===== src/rtl/rv32_pkg.sv =====
// Shared RV32 execute-stage types: ALU control encodings, M-extension op codes
// and the sequencer state encoding.
package rv32_pkg;

    localparam int unsigned XLEN = 32;

    typedef enum logic [3:0] {
        ALU_ADD = 4'b0000,
        ALU_SUB = 4'b0001,
        ALU_AND = 4'b0010,
        ALU_OR  = 4'b0011,
        ALU_XOR = 4'b0100
    } alu_ctrl_e;

    typedef enum logic [1:0] {
        MDU_MUL   = 2'b00,
        MDU_MULHU = 2'b01,
        MDU_DIVU  = 2'b10,
        MDU_REMU  = 2'b11
    } mdu_op_e;

    typedef enum logic [1:0] {
        ST_IDLE   = 2'b00,
        ST_MUL_IT = 2'b01,
        ST_DIV_IT = 2'b10,
        ST_DONE   = 2'b11
    } mdu_state_e;

endpackage


===== src/rtl/mdu_alu_sequencer_if.sv =====
// Request/response handshake plus the borrowed shared-ALU port of the multiply/divide unit.
interface mdu_alu_sequencer_if #(
    parameter int unsigned XLEN = 32
) ();

    logic            req_valid;
    logic            req_ready;
    logic [1:0]      req_op;
    logic [XLEN-1:0] req_a;
    logic [XLEN-1:0] req_b;
    logic            rsp_valid;
    logic            rsp_ready;
    logic [XLEN-1:0] rsp_data;
    logic            alu_own;
    logic [XLEN-1:0] alu_a;
    logic [XLEN-1:0] alu_b;
    logic [3:0]      alu_ctrl;
    logic [XLEN-1:0] alu_result;
    logic            alu_u_less;

    // Core / execute-stage side
    modport master (
        output req_valid, req_op, req_a, req_b, rsp_ready, alu_result, alu_u_less,
        input  req_ready, rsp_valid, rsp_data, alu_own, alu_a, alu_b, alu_ctrl
    );

    // Sequencer side
    modport slave (
        input  req_valid, req_op, req_a, req_b, rsp_ready, alu_result, alu_u_less,
        output req_ready, rsp_valid, rsp_data, alu_own, alu_a, alu_b, alu_ctrl
    );

endinterface


===== src/rtl/mdu_alu_sequencer.sv =====
// Multi-cycle MUL/MULHU/DIVU/REMU unit: radix-2 shift-add multiply and restoring
// divide, borrowing the core's shared ALU for one ADD/SUB per iteration.
module mdu_alu_sequencer #(
    parameter int unsigned XLEN       = rv32_pkg::XLEN,
    parameter bit          EARLY_ZERO = 1'b1
) (
    input  logic                clk,
    input  logic                rst_n,
    input  logic                flush,
    mdu_alu_sequencer_if.slave  bus
);
    import rv32_pkg::*;

    localparam int unsigned CW = $clog2(XLEN);

    mdu_state_e      state;
    mdu_op_e         op;
    logic [CW-1:0]   cnt;
    logic [XLEN-1:0] hi;
    logic [XLEN-1:0] lo;

    logic            req_ready_q;
    logic            rsp_valid_q;
    logic [XLEN-1:0] rsp_data_q;
    logic            alu_own_q;
    logic [XLEN-1:0] alu_a_q;
    logic [XLEN-1:0] alu_b_q;
    alu_ctrl_e       alu_ctrl_q;

    logic            carry;
    logic            take;
    logic [XLEN-1:0] mul_hi_nxt;
    logic [XLEN-1:0] mul_lo_nxt;
    logic [XLEN-1:0] rs;
    logic [XLEN-1:0] div_r_nxt;
    logic [XLEN-1:0] div_q_nxt;
    logic            req_is_div;
    logic            fast;
    logic [XLEN-1:0] fast_data;

    assign bus.req_ready = req_ready_q;
    assign bus.rsp_valid = rsp_valid_q;
    assign bus.rsp_data  = rsp_data_q;
    assign bus.alu_own   = alu_own_q;
    assign bus.alu_a     = alu_a_q;
    assign bus.alu_b     = alu_b_q;
    assign bus.alu_ctrl  = alu_ctrl_q;

    // Per-iteration datapath; hi/lo double as R/Q during division
    always_comb begin
        carry      = 1'b0;
        mul_hi_nxt = '0;
        mul_lo_nxt = '0;
        rs         = '0;
        take       = 1'b0;
        div_r_nxt  = '0;
        div_q_nxt  = '0;

        carry = bus.alu_result < hi;
        if (lo[0]) begin
            mul_hi_nxt = {carry, bus.alu_result[XLEN-1:1]};
            mul_lo_nxt = {bus.alu_result[0], lo[XLEN-1:1]};
        end else begin
            mul_hi_nxt = {1'b0, hi[XLEN-1:1]};
            mul_lo_nxt = {hi[0], lo[XLEN-1:1]};
        end

        // hi[XLEN-1] is the bit shifted out of R; when set, Rs >= divisor regardless of the ALU flag
        rs        = {hi[XLEN-2:0], lo[XLEN-1]};
        take      = hi[XLEN-1] | ~bus.alu_u_less;
        div_r_nxt = take ? bus.alu_result : rs;
        div_q_nxt = {lo[XLEN-2:0], take};
    end

    // Zero-operand shortcut decoded straight from the request
    always_comb begin
        req_is_div = bus.req_op[1];
        fast       = 1'b0;
        fast_data  = '0;
        if (EARLY_ZERO) begin
            fast = req_is_div ? (bus.req_b == '0) : ((bus.req_a == '0) || (bus.req_b == '0));
        end
        case (bus.req_op)
            2'b10:   fast_data = '1;
            2'b11:   fast_data = bus.req_a;
            default: fast_data = '0;
        endcase
    end

    always_ff @(posedge clk) begin
        if (!rst_n) begin
            state       <= ST_IDLE;
            op          <= MDU_MUL;
            cnt         <= '0;
            hi          <= '0;
            lo          <= '0;
            req_ready_q <= 1'b1;
            rsp_valid_q <= 1'b0;
            rsp_data_q  <= '0;
            alu_own_q   <= 1'b0;
            alu_a_q     <= '0;
            alu_b_q     <= '0;
            alu_ctrl_q  <= ALU_ADD;
        end else if (flush) begin
            state       <= ST_IDLE;
            cnt         <= '0;
            req_ready_q <= 1'b1;
            rsp_valid_q <= 1'b0;
            alu_own_q   <= 1'b0;
            alu_a_q     <= '0;
            alu_b_q     <= '0;
            alu_ctrl_q  <= ALU_ADD;
        end else begin
            case (state)
                ST_IDLE: begin
                    if (bus.req_valid) begin
                        op          <= mdu_op_e'(bus.req_op);
                        cnt         <= CW'(XLEN - 1);
                        req_ready_q <= 1'b0;
                        hi          <= '0;
                        if (fast) begin
                            rsp_data_q  <= fast_data;
                            rsp_valid_q <= 1'b1;
                            state       <= ST_DONE;
                        end else if (!req_is_div) begin
                            lo         <= bus.req_b;
                            alu_own_q  <= 1'b1;
                            alu_a_q    <= '0;
                            alu_b_q    <= bus.req_a;
                            alu_ctrl_q <= ALU_ADD;
                            state      <= ST_MUL_IT;
                        end else begin
                            lo         <= bus.req_a;
                            alu_own_q  <= 1'b1;
                            alu_a_q    <= XLEN'(bus.req_a[XLEN-1]);
                            alu_b_q    <= bus.req_b;
                            alu_ctrl_q <= ALU_SUB;
                            state      <= ST_DIV_IT;
                        end
                    end
                end
                ST_MUL_IT: begin
                    hi <= mul_hi_nxt;
                    lo <= mul_lo_nxt;
                    if (cnt == '0) begin
                        rsp_data_q  <= (op == MDU_MULHU) ? mul_hi_nxt : mul_lo_nxt;
                        rsp_valid_q <= 1'b1;
                        alu_own_q   <= 1'b0;
                        alu_a_q     <= '0;
                        alu_b_q     <= '0;
                        alu_ctrl_q  <= ALU_ADD;
                        state       <= ST_DONE;
                    end else begin
                        cnt     <= cnt - CW'(1);
                        alu_a_q <= mul_hi_nxt;
                    end
                end
                ST_DIV_IT: begin
                    hi <= div_r_nxt;
                    lo <= div_q_nxt;
                    if (cnt == '0) begin
                        rsp_data_q  <= (op == MDU_REMU) ? div_r_nxt : div_q_nxt;
                        rsp_valid_q <= 1'b1;
                        alu_own_q   <= 1'b0;
                        alu_a_q     <= '0;
                        alu_b_q     <= '0;
                        alu_ctrl_q  <= ALU_ADD;
                        state       <= ST_DONE;
                    end else begin
                        cnt     <= cnt - CW'(1);
                        alu_a_q <= {div_r_nxt[XLEN-2:0], div_q_nxt[XLEN-1]};
                    end
                end
                ST_DONE: begin
                    if (bus.rsp_ready) begin
                        rsp_valid_q <= 1'b0;
                        req_ready_q <= 1'b1;
                        state       <= ST_IDLE;
                    end
                end
                default: state <= ST_IDLE;
            endcase
        end
    end

endmodule


===== src/flat_wrapper.sv =====
// flat-port wrapper written by rule: the top's interface ports become plain ports
module mdu_alu_sequencer_flat import rv32_pkg::*;
#(
    parameter int unsigned XLEN       = rv32_pkg::XLEN,
    parameter bit          EARLY_ZERO = 1'b1
)
  (clk, rst_n, flush, bus_req_valid, bus_req_op, bus_req_a, bus_req_b, bus_rsp_ready, bus_alu_result, bus_alu_u_less, bus_req_ready, bus_rsp_valid, bus_rsp_data, bus_alu_own, bus_alu_a, bus_alu_b, bus_alu_ctrl);
  mdu_alu_sequencer_if #(.XLEN(XLEN)) bus_i ();
  input  logic clk;
  input  logic rst_n;
  input  logic flush;
  input wire logic [$bits(bus_i.req_valid)-1:0] bus_req_valid;
  input wire logic [$bits(bus_i.req_op)-1:0] bus_req_op;
  input wire logic [$bits(bus_i.req_a)-1:0] bus_req_a;
  input wire logic [$bits(bus_i.req_b)-1:0] bus_req_b;
  input wire logic [$bits(bus_i.rsp_ready)-1:0] bus_rsp_ready;
  input wire logic [$bits(bus_i.alu_result)-1:0] bus_alu_result;
  input wire logic [$bits(bus_i.alu_u_less)-1:0] bus_alu_u_less;
  output wire logic [$bits(bus_i.req_ready)-1:0] bus_req_ready;
  output wire logic [$bits(bus_i.rsp_valid)-1:0] bus_rsp_valid;
  output wire logic [$bits(bus_i.rsp_data)-1:0] bus_rsp_data;
  output wire logic [$bits(bus_i.alu_own)-1:0] bus_alu_own;
  output wire logic [$bits(bus_i.alu_a)-1:0] bus_alu_a;
  output wire logic [$bits(bus_i.alu_b)-1:0] bus_alu_b;
  output wire logic [$bits(bus_i.alu_ctrl)-1:0] bus_alu_ctrl;
  assign bus_i.req_valid = bus_req_valid;
  assign bus_i.req_op = bus_req_op;
  assign bus_i.req_a = bus_req_a;
  assign bus_i.req_b = bus_req_b;
  assign bus_i.rsp_ready = bus_rsp_ready;
  assign bus_i.alu_result = bus_alu_result;
  assign bus_i.alu_u_less = bus_alu_u_less;
  assign bus_req_ready = bus_i.req_ready;
  assign bus_rsp_valid = bus_i.rsp_valid;
  assign bus_rsp_data = bus_i.rsp_data;
  assign bus_alu_own = bus_i.alu_own;
  assign bus_alu_a = bus_i.alu_a;
  assign bus_alu_b = bus_i.alu_b;
  assign bus_alu_ctrl = bus_i.alu_ctrl;
  mdu_alu_sequencer #(.XLEN(XLEN), .EARLY_ZERO(EARLY_ZERO)) u_core (.clk(clk), .rst_n(rst_n), .flush(flush), .bus(bus_i));
endmodule

===== config.mk =====
export PLATFORM = sky130hd
export DESIGN_NAME = mdu_alu_sequencer_flat
export DESIGN_NICKNAME = d
export VERILOG_FILES = /design/src/rtl/rv32_pkg.sv /design/src/rtl/mdu_alu_sequencer_if.sv /design/src/rtl/mdu_alu_sequencer.sv /design/src/flat_wrapper.sv
export SDC_FILE = /design/constraint.sdc
export NUM_CORES = 1
export LEC_CHECK = 0
export CORE_MARGIN = 5
export CORE_UTILIZATION = 55
export DETAILED_ROUTE_END_ITERATION = 6
export GPL_TIMING_DRIVEN = 0
export PLACE_DENSITY = 0.83
export SYNTH_ARGS = -nofsm -noshare
export SYNTH_HDL_FRONTEND = slang
export SYNTH_SLANG_ARGS = --single-unit

===== constraint.sdc =====
create_clock -name clk -period 5.78 [get_ports clk]
set_clock_uncertainty 0.15 [all_clocks]
set_input_delay 0.867 -clock clk [delete_from_list [all_inputs] [get_ports clk]]
set_output_delay 0.867 -clock clk [all_outputs]
set_load 0.03 [all_outputs]

# [Word level (Yosys, flattened, before mapping)]
# Index checks and enable logic that the tools add are counted.
[totals] elab_cells=108 in_bits=104 out_inout_bits=103 reg_bits=176
[classes] bitwise=4 addsub=1 magnitude_cmp=1 eq_ne=15 reduce_logical=20 muxes=55
[ops] operator="two-way mux 32 bit" n=21
[ops] operator="case mux 32 bit (3 select lines)" n=4
[ops] operator="case mux 32 bit (2 select lines)" n=2
[ops] operator="zero test 32 bit" n=2
[ops] operator="< comparator 32 bit" n=1
[ops] operator="AND reduction 3 bit" n=6
[ops] operator="two-way mux 1 bit" n=12
[ops] operator="two-way mux 4 bit" n=3
[ops] operator="AND reduction 4 bit" n=3
[ops] operator="equality test 2 bit, second input constant" n=5
[ops] operator="two-way mux 2 bit" n=5
[ops] operator="two-way mux 5 bit" n=2
[ops] operator="case mux 5 bit (2 select lines)" n=1
[ops] operator="!= test 2 x 1 -> 1 bit, second input constant" n=4
[ops] operator="!= test 2 bit, second input constant" n=4
[ops] operator="case mux 4 bit (2 select lines)" n=1
[ops] operator="case mux 2 bit (3 select lines)" n=1
[ops] operator="AND reduction 6 bit" n=1
[ops] operator="zero test 5 bit" n=1
[ops] operator="subtractor 5 x 1 -> 5 bit, second input constant" n=1
[ops] operator="equality test 2 x 1 -> 1 bit, second input constant" n=2
[ops] operator="case mux 1 bit (2 select lines)" n=2
[ops] operator="nonzero test 2 bit" n=2
[ops] operator="OR reduction 2 bit" n=2
[ops] operator="6 further kinds" n=8

# [Logic depth before layout (Yosys ltp)]
# Gate-level depths: netlist (run 1).
[depth] ltp_word=6 mapped_depth=10 ltp_nobuf=8

# [Worst setup path after synthesis (run 1)]
# OpenSTA, ideal clock, no wires.
[synth_path] path_type="input -> register" start="input bus_alu_result[19]" end="register u_core.alu_a_q[31] (netlist: u_core.bus.alu_a[31])" setup_slack_ns=3.114 required_time_ns=5.513 t_arrival_ns=2.399 path_buffers=0 cell_stages=7 setup_ns=0.117 path_cell_list="ha_1 > nand2_1 > nor4_1 > inv_1 > o311ai_0 > o211ai_1 > a32o_1"
[synth_between] elab_chain_cells=4
[synth_lines] item="from (decl)" line="flat_wrapper.sv:17" source="input wire logic [$bits(bus_i.alu_result)-1:0] bus_alu_result;"
[synth_lines] item="< comparator 32 bit" line="mdu_alu_sequencer.sv:59" source="carry = bus.alu_result < hi;"
[synth_lines] item="two-way mux 32 bit" line="mdu_alu_sequencer.sv:60" source="if (lo[0]) begin"
[synth_lines] item="two-way mux 32 bit" line="mdu_alu_sequencer.sv:145" source="if (cnt == '0) begin"
[synth_lines] item="case mux 32 bit (3 select lines)" line="mdu_alu_sequencer.sv:114" source="case (state)"
[synth_lines] item="to (signal assigned)" line="mdu_alu_sequencer.sv:135" source="alu_a_q <= XLEN'(bus.req_a[XLEN-1]);"
[synth_lines] item="to (signal assigned)" line="mdu_alu_sequencer.sv:155" source="alu_a_q <= mul_hi_nxt;"
[synth_lines] item="to (signal assigned)" line="mdu_alu_sequencer.sv:171" source="alu_a_q <= {div_r_nxt[XLEN-2:0], div_q_nxt[XLEN-1]};"
[synth_lines] item="to (decl)" line="mdu_alu_sequencer.sv:26" source="logic [XLEN-1:0] alu_a_q;"
# No other way between the ends.
# A chain may end at the register's enable or synchronous reset.

# [Worst setup path after layout (run 1)]
# Ends and elaborated chain as after synthesis.

==> impl_summary.txt, run 1 <==
----------------------------------------------------
[Timing]
  Total setup violations reported at the end of the flow ... 0
  Count of final max-slew check failures ... 0
  Normalized max-slew margin ... 21.62%
  RSZ-0062 raised after global routing ... false
  Crit path time final ... 3.611 ns
  Transition at the pin with the smallest max-transition slack ... 1.161 ns
  Final critical-path share of the clock period ... 62.47%
  Setup_tns ... 0 ns
  Fmax ... 277.0 MHz
  Final hold violation count ... 0

[Clock tree]
  Number of H-tree levels ... 4
  Count of buffers added by post-CTS timing repair for setup ... 0
  CTS Root Cell ... clkbuf_16
  Worst-skew pair later-pin latency ... 0.44 ns
  Total CTS buffers ... 17
  CTS tree ... built
  Max Buffers Root-to-Sink ... 2
  Num Clock Sinks ... 173
  PostCTS Resize Cnt ... 0
  Clock-pin slew on the worst setup and hold paths ... 0.07 ns
  Number of buffers inserted for hold repair after clock tree synthesis ... 0

[Synthesis]
  Number of synthesized flops with an enable pin ... 0
  Multiplexer area fraction after synthesis ... 14.27%
  Netlist area before placement ... 11560 um2
  Synth top area share ... 29.97%
  Mean cell area of the mapped netlist ... 7.992 um2
  Count of state elements after synthesis ... 173
  Largest family of logic cells by synthesized area ... compound AO/OA/AOI/OAI gates
  Async set-reset flop share out of synthesis ... 0%
  Post-synthesis share of cell area spent on and, or, nand and nor gates ... 15.62%
  Xor-xnor portion of the synthesized cell area ... 0.07579%
  Dominant register cell in the synthesized netlist ... dfxtp_1
  Most used standard cell by instance count after synthesis ... nand2_1
  Post-synthesis cell type with the largest combined area ... dfxtp_1
  Commonest cells post-synth ... nand2_1 (270), dfxtp_1 (173), a21oi_1 (114)
  Number of cells produced by synthesis ... 1446
  Cells taking the most area after synthesis ... dfxtp_1 (30%), nand2_1 (8.8%), mux2i_1 (8.2%)
  Post-synthesis adder-cell area fraction ... 4.006%
  Count of distinct cell types in the synthesized netlist ... 52
  Yosys warnings ... 0
  Share of the yosys chip area belonging to registers ... 29.97%
  Compound-cell area share of the yosys netlist ... 29.14%

[Routing]
  Detailed-route wire length ... 41070 um
  Via density per instance ... 6.282
  Number of design rule violations left after detail routing ... 0
  Via count ... 12280
  Routed Antenna Nets ... 0
  WL per Instance ... 21.01 um
  Iteration-0 DRC count of the detailed router ... 1341
  Iteration count of the initial detailed-routing pass ... 6

[Final layout]
  Register area ... 3463 um2
  Share of layout cells above drive strength 1 ... 10.06%
  Growth of design area from synthesis to finish ... 25.55%
  Final nets ... 1809
  Area of the multi-input gates ... 7305 um2
  Diode insertion count for antenna repair ... 0
  Fillcell total ... 1709
  Layout Utilization ... 69.68%

[Floorplanning]
  Floorplan die area ... 24010 um2
  Std-Cell Core Area ... 20820 um2
  I/O pin cnt ... 207
  Number of core rows ... 53
  Height of the die ... 155.0 um
  Die Width ... 155.0 um
  Starting density of the core ... 55.50%

[Worst setup path]
  Slowest CP cell ... o311ai_0
  Required time at the endpoint of the critical path ... 5.96 ns
  Worst Path Class, Setup ... in2reg
  Crit path cell chain ... clkdlybuf4s50_1, ha_1, nand2_1, nor4_1, inv_1, o311ai_0, o211ai_1, a32o_1
  Largest incremental delay on the critical path ... 0.99 ns
  Kind of start point of the critical path ... primary input
  Largest fanout of any net on the critical path ... 3
  Worst EP arrival ... 3.79 ns
  CP endpoint kind ... flop

[Place]
  Final weighted congestion of routability-driven global placement ... 0.9765
  Half-perimeter wire length after detailed placement ... 31810 um
  Port Buffers ... 201

[Global route]
  Overflow left after global routing ... 0
  Number of antenna violations at the first check in global routing ... 0
  Total track usage ... 32.93%
  Wire length of the first global-routing pass ... 63650 um
  Vias in the first global route ... 11900
  Pin count of the biggest net entering global routing ... 17

[Outcome]
  Run status ... finished clean

[Power]
  Leakage dissipation ... 5.503 nW
  Worst-case vdd ir drop ... 0.2396 mV
  Power Dens Cells ... 226.9 nW/um2

[Min path]
  Worst min path class ... reg2reg

[Job]
  Maximum capacitance violations ... 0

----------------------------------------------------
kinds of logic (layout without fill, tap and decap cells):
family | count (synthesis) | in the layout
mux | 157 | 157
simple gates | 410 | 410
flops | 173 | 173
xor+xnor | 1 | 1
compound gates | 480 | 480
fa+ha+maj | 37 | 37
other cells | 1 | 3
buf+inv | 187 | 419
per-layer routing:
layer	part of all wire (%)	up-vias	global-route usage, %
met5	0	-	0
li1	-	5741	-
met1	42	5644	43.83
met3	11	113	9.485
met4	3.3	0	11.82
met2	43	784	51.05
placed cells by master, fill, tap and decap left out, drive strengths merged, types with 21 or more instances in the layout:
cell | netlist | routed
a22oi | 32 | 32
dfxtp | 173 | 173
o211a | 31 | 31
ha | 37 | 37
o21ai | 84 | 84
clkdlybuf4s50 | 0 | 201
o221a | 30 | 30
a21boi | 33 | 33
o31ai | 31 | 31
buf | 53 | 53
mux2i | 95 | 95
a21oi | 114 | 114
inv | 46 | 49
o211ai | 65 | 65
mux2 | 62 | 62
nand2b | 35 | 35
nand3 | 37 | 37
nand2 | 270 | 270
o2bb2ai | 33 | 33
clkbuf | 88 | 108
nor2 | 21 | 21
cell type report:
| type | instances | area share, % |
|---|---|---|
| multi-input cells | 1088 | 50.35 |
| flip-flops and latches | 173 | 23.87 |
| repair buffers | 201 | 13.87 |
| plain buffers | 141 | 4.295 |
| clock buffers | 20 | 3.148 |
| well taps | 275 | 2.372 |
| inverters | 46 | 1.190 |
| clock inverters | 11 | 0.9141 |
where the power goes:
group,switching [W],internal (W)
combinational,0.000493,0.000314
sequential,0.0000498,0.00124
clock,0.000532,0.000664
through the flow:
| step | total power, W | cell area, um2 | setup slack, ns | instances | hold slack, ns |
|---|---|---|---|---|---|
| after floorplan | 0.001776 | 11560 | 3.114 | 1448 | 0.2910 |
| after global routing | 0.003395 | 14510 | 2.162 | 1955 | 0.3144 |
| after CTS | 0.003267 | 14510 | 2.251 | 1955 | 0.3037 |
| after global placement | 0.002083 | 13920 | 1.907 | 1924 | 0.2890 |
| final | 0.003292 | 14510 | 2.169 | 1955 | 0.2981 |
| after detailed placement | 0.002093 | 13920 | 1.798 | 1924 | 0.2952 |
worst max-delay path: cells and delay by family:
kind | cells | cell delay (ns)
AO/OA/AOI/OAI | 3 | 1.46
AND/OR/NAND/NOR | 2 | 0.56
buffers and inverters | 2 | 0.56
adder cells (fa/ha/maj) | 1 | 0.35
sequential cells by signal (all words and copies together) (netlist names):
register              flops
u_core.bus.alu_a         32
u_core.bus.alu_b         32
u_core.bus.alu_ctrl       1
u_core.bus.alu_own        1
u_core.bus.req_ready      1
u_core.bus.rsp_data      32
u_core.bus.rsp_valid      1
u_core.cnt                5
u_core.hi                32
u_core.lo                32
u_core.op                 2
u_core.state              2
worst paths after layout:
kind,from,endpoint,slack (ns),cells after the start
max,bus_alu_result[19],u_core.bus.alu_a[31]$_SDFFE_PP0P_,2.17,8
min,u_core.bus.alu_a[7]$_SDFFE_PP0P_,u_core.bus.alu_a[7]$_SDFFE_PP0P_,0.30,2
max reg2reg,u_core.hi[19]$_SDFFE_PN0P_,u_core.bus.alu_a[31]$_SDFFE_PP0P_,2.72,8
min reg2reg,u_core.bus.alu_a[7]$_SDFFE_PP0P_,u_core.bus.alu_a[7]$_SDFFE_PP0P_,0.30,2
No activity file was read; power rests on OpenSTA's default activity.
==> inputs of run 2 (changes only) <==
--- a/config.mk
+++ b/config.mk
@@ -6,10 +6,10 @@
 export NUM_CORES = 1
 export LEC_CHECK = 0
 export CORE_MARGIN = 5
-export CORE_UTILIZATION = 55
+export CORE_UTILIZATION = 49
 export DETAILED_ROUTE_END_ITERATION = 6
 export GPL_TIMING_DRIVEN = 0
-export PLACE_DENSITY = 0.83
+export PLACE_DENSITY = 0.78
 export SYNTH_ARGS = -nofsm -noshare
 export SYNTH_HDL_FRONTEND = slang
 export SYNTH_SLANG_ARGS = --single-unit
==> constraint.sdc (replaced) <==
create_clock -name clk -period 3.2 [get_ports clk]
set_clock_uncertainty 0.15 [all_clocks]
set_input_delay 0.48 -clock clk [delete_from_list [all_inputs] [get_ports clk]]
set_output_delay 0.48 -clock clk [all_outputs]
set_load 0.03 [all_outputs]
==> run 2 against run 1 <==
Setup slack lost 2.0 ns. Hold slack better by 0.0032 ns. Final cell count grew 2.3%. Count of clock-buffer cells in the layout fell by 2. Design area is 0.47% higher. First-iteration DRC count down 8.1%. Via count fell by 1.7%. Critical path type unchanged. Largest power group unchanged.
==> impl_summary.txt, run 2 (synthesized netlist as in run 1, its figures left out) <==
----------------------------------------------------
[Outcome]
  Run status ... finished clean

[Final layout]
  Share of layout cells above drive strength 1 ... 10.17%
  Fillcell total ... 2103
  Post-route design area ... 14580 um2
  Most common cell after layout, fill and taps aside ... nand2_1
  Top library cells by usage in the layout, fill and taps aside ... nand2_1 (270), clkdlybuf4s50_1 (201), dfxtp_1 (173)
  Final nets ... 1809
  Growth of design area from synthesis to finish ... 26.15%
  Diode insertion count for antenna repair ... 0

[Timing]
  Fmax ... 328.3 MHz
  Final worst hold slack ... 0.3013 ns
  Count of final max-slew check failures ... 0
  RSZ-0062 raised after global routing ... false
  Normalized max-slew margin ... 25.00%
  Transition at the pin with the smallest max-transition slack ... 1.122 ns
  Crit path setup slack, layout ... 0.1541 ns
  Total setup violations reported at the end of the flow ... 0
  Final critical-path share of the clock period ... 95.18%
  Setup_tns ... 0 ns
  Crit path time final ... 3.046 ns
  Final hold violation count ... 0

[Clock tree]
  CTS tree ... built
  Max Buffers Root-to-Sink ... 2
  CTS Root Cell ... clkbuf_16
  Clock-pin slew on the worst setup and hold paths ... 0.07 ns
  Number of H-tree levels ... 4
  Total CTS buffers ... 17
  Number of buffers inserted for hold repair after clock tree synthesis ... 0
  Worst-skew pair later-pin latency ... 0.45 ns
  Num Clock Sinks ... 173

[Worst setup path]
  Worst EP arrival ... 3.27 ns
  CP endpoint kind ... flop
  Kind of start point of the critical path ... primary input
  Crit path cell chain ... clkdlybuf4s50_1, nor4_1, nand4_1, nor3_4, o32ai_1, clkbuf_1, nand3_1, a21oi_1
  Worst Setup SP ... bus_req_a[0]
  CP endpoint ... u_core.bus.alu_a[1]$_SDFFE_PP0P_
  Worst Path Class, Setup ... in2reg
  Crit Reg-Reg Startpoint ... u_core.state[0]$_SDFFE_PP0P_
  Flop2flop setup slack ... 0.19 ns
  Logic depth of the worst register-to-register path ... 7
  Largest fanout of any net on the critical path ... 10
  Largest incremental delay on the critical path ... 0.97 ns
  Endpoint of the most critical register-to-register path ... u_core.hi[23]$_SDFFE_PN0P_
  Slowest CP cell ... o32ai_1
  Required time at the endpoint of the critical path ... 3.42 ns

[Min path]
  Worst min path class ... reg2reg

[Place]
  Worst slack after detailed placement ... -0.3075 ns
  Port Buffers ... 201
  Final weighted congestion of routability-driven global placement ... 0.9916
  Half-perimeter wire length after detailed placement ... 32330 um
  Placed standard-cell area ... 13970 um2

[Floorplanning]
  Floorplan die area ... 26760 um2
  I/O pin cnt ... 207
  Starting density of the core ... 49.53%
  Height of the die ... 163.6 um
  Std-Cell Core Area ... 23330 um2
  Number of core rows ... 56
  Die Width ... 163.6 um

[Global route]
  Wire length of the first global-routing pass ... 64250 um
  Number of antenna violations at the first check in global routing ... 2
  Total track usage ... 30.39%
  Pin count of the biggest net entering global routing ... 20
  Overflow left after global routing ... 0
  Vias in the first global route ... 11870

[Routing]
  Via density per instance ... 6.036
  Via count ... 12070
  Number of design rule violations left after detail routing ... 0
  Detailed-route wire length ... 41620 um
  Iteration count of the initial detailed-routing pass ... 7
  WL per Instance ... 20.81 um
  Routed Antenna Nets ... 0
  Iteration-0 DRC count of the detailed router ... 1232

[Power]
  Post-route total power ... 0.005947 W
  Power Dens Cells ... 408.0 nW/um2
  Worst-case vdd ir drop ... 0.3089 mV
  Leakage dissipation ... 5.514 nW

[Job]
  Maximum capacitance violations ... 0

----------------------------------------------------
-- run 2: cell types whose count changed in the layout (fill, tap and decap cells not counted) --
cell        previous run  this run
clkbuf_2               0         1
clkinvlp_4             2         0
o311ai_0               3         2
clkbuf_8               2         0
inv_6                  3         5
bufinv_16              2         0
o311ai_1               0         1
clkinv_8               0         6
clkbuf_1              89        88
clkinv_2               1         0
inv_8                  0         2
clkinv_4               3         1
-- run 2: worst min-delay path by stage --
stage                                       from                                end  slack [ns]  cells after the start
2_1_floorplan         u_core.hi[30]$_SDFFE_PN0P_         u_core.hi[30]$_SDFFE_PN0P_        0.29                      2
3_3_place_gp   u_core.bus.alu_a[10]$_SDFFE_PP0P_  u_core.bus.alu_a[10]$_SDFFE_PP0P_        0.29                      2
3_5_place_dp   u_core.bus.alu_a[13]$_SDFFE_PP0P_  u_core.bus.alu_a[13]$_SDFFE_PP0P_        0.30                      2
4_1_cts        u_core.bus.alu_a[13]$_SDFFE_PP0P_  u_core.bus.alu_a[13]$_SDFFE_PP0P_        0.31                      2
5_1_grt        u_core.bus.alu_a[26]$_SDFFE_PP0P_  u_core.bus.alu_a[26]$_SDFFE_PP0P_        0.32                      2
6_report       u_core.bus.alu_a[13]$_SDFFE_PP0P_  u_core.bus.alu_a[13]$_SDFFE_PP0P_        0.30                      2
-- run 2: layer usage --
| metal | global-route usage, % | vias up | routed length, um |
|---|---|---|---|
| met2 | 47.49 | 650 | 18340 |
| met3 | 8.024 | 86 | 4416 |
| met4 | 9.645 | 4 | 1089 |
| li1 | - | 5732 | - |
| met1 | 41.04 | 5599 | 17750 |
| met5 | 0 | - | 21 |
-- run 2: area by class of cell --
type / instances / area, um2 / share of cell area, %
Clock inverter: 14 / 172.7 / 1.184
Timing Repair Buffer: 201 / 2012 / 13.80
Multi-Input combinational cell: 1088 / 7305 / 50.11
Sequential cell: 173 / 3463 / 23.76
Buffer: 141 / 624.3 / 4.283
Tap cell: 319 / 399.1 / 2.738
Clock buffer: 18 / 429.2 / 2.944
Inverter: 46 / 172.7 / 1.184
-- run 2: critical path, delay by kind of cell --
kind | cells | cell delay, ns
AO/OA/AOI/OAI | 2 | 1.13
AND/OR/NAND/NOR | 4 | 0.59
buffers and inverters | 2 | 1.08
-- run 2: metrics by stage --
step           std cells  util (%)
6_report            2000     62.48
5_1_grt             2000     62.48
4_1_cts             2000     62.47
3_5_place_dp        1968     59.89
3_3_place_gp        1968     59.89
2_1_floorplan       1448         -
-- run 2: what timing repair did --
item / CTS / global route
buffers inserted: 0 / 0
gates resized for setup: 0 / 3
endpoints found under the setup margin: 0 / 2
-- run 2: power by group --
part	total [W]	switching, W	internal, W
clock network	0.00216	0.00111	0.00106
registers	0.00233	0.0000893	0.00224
logic	0.00146	0.000889	0.000568
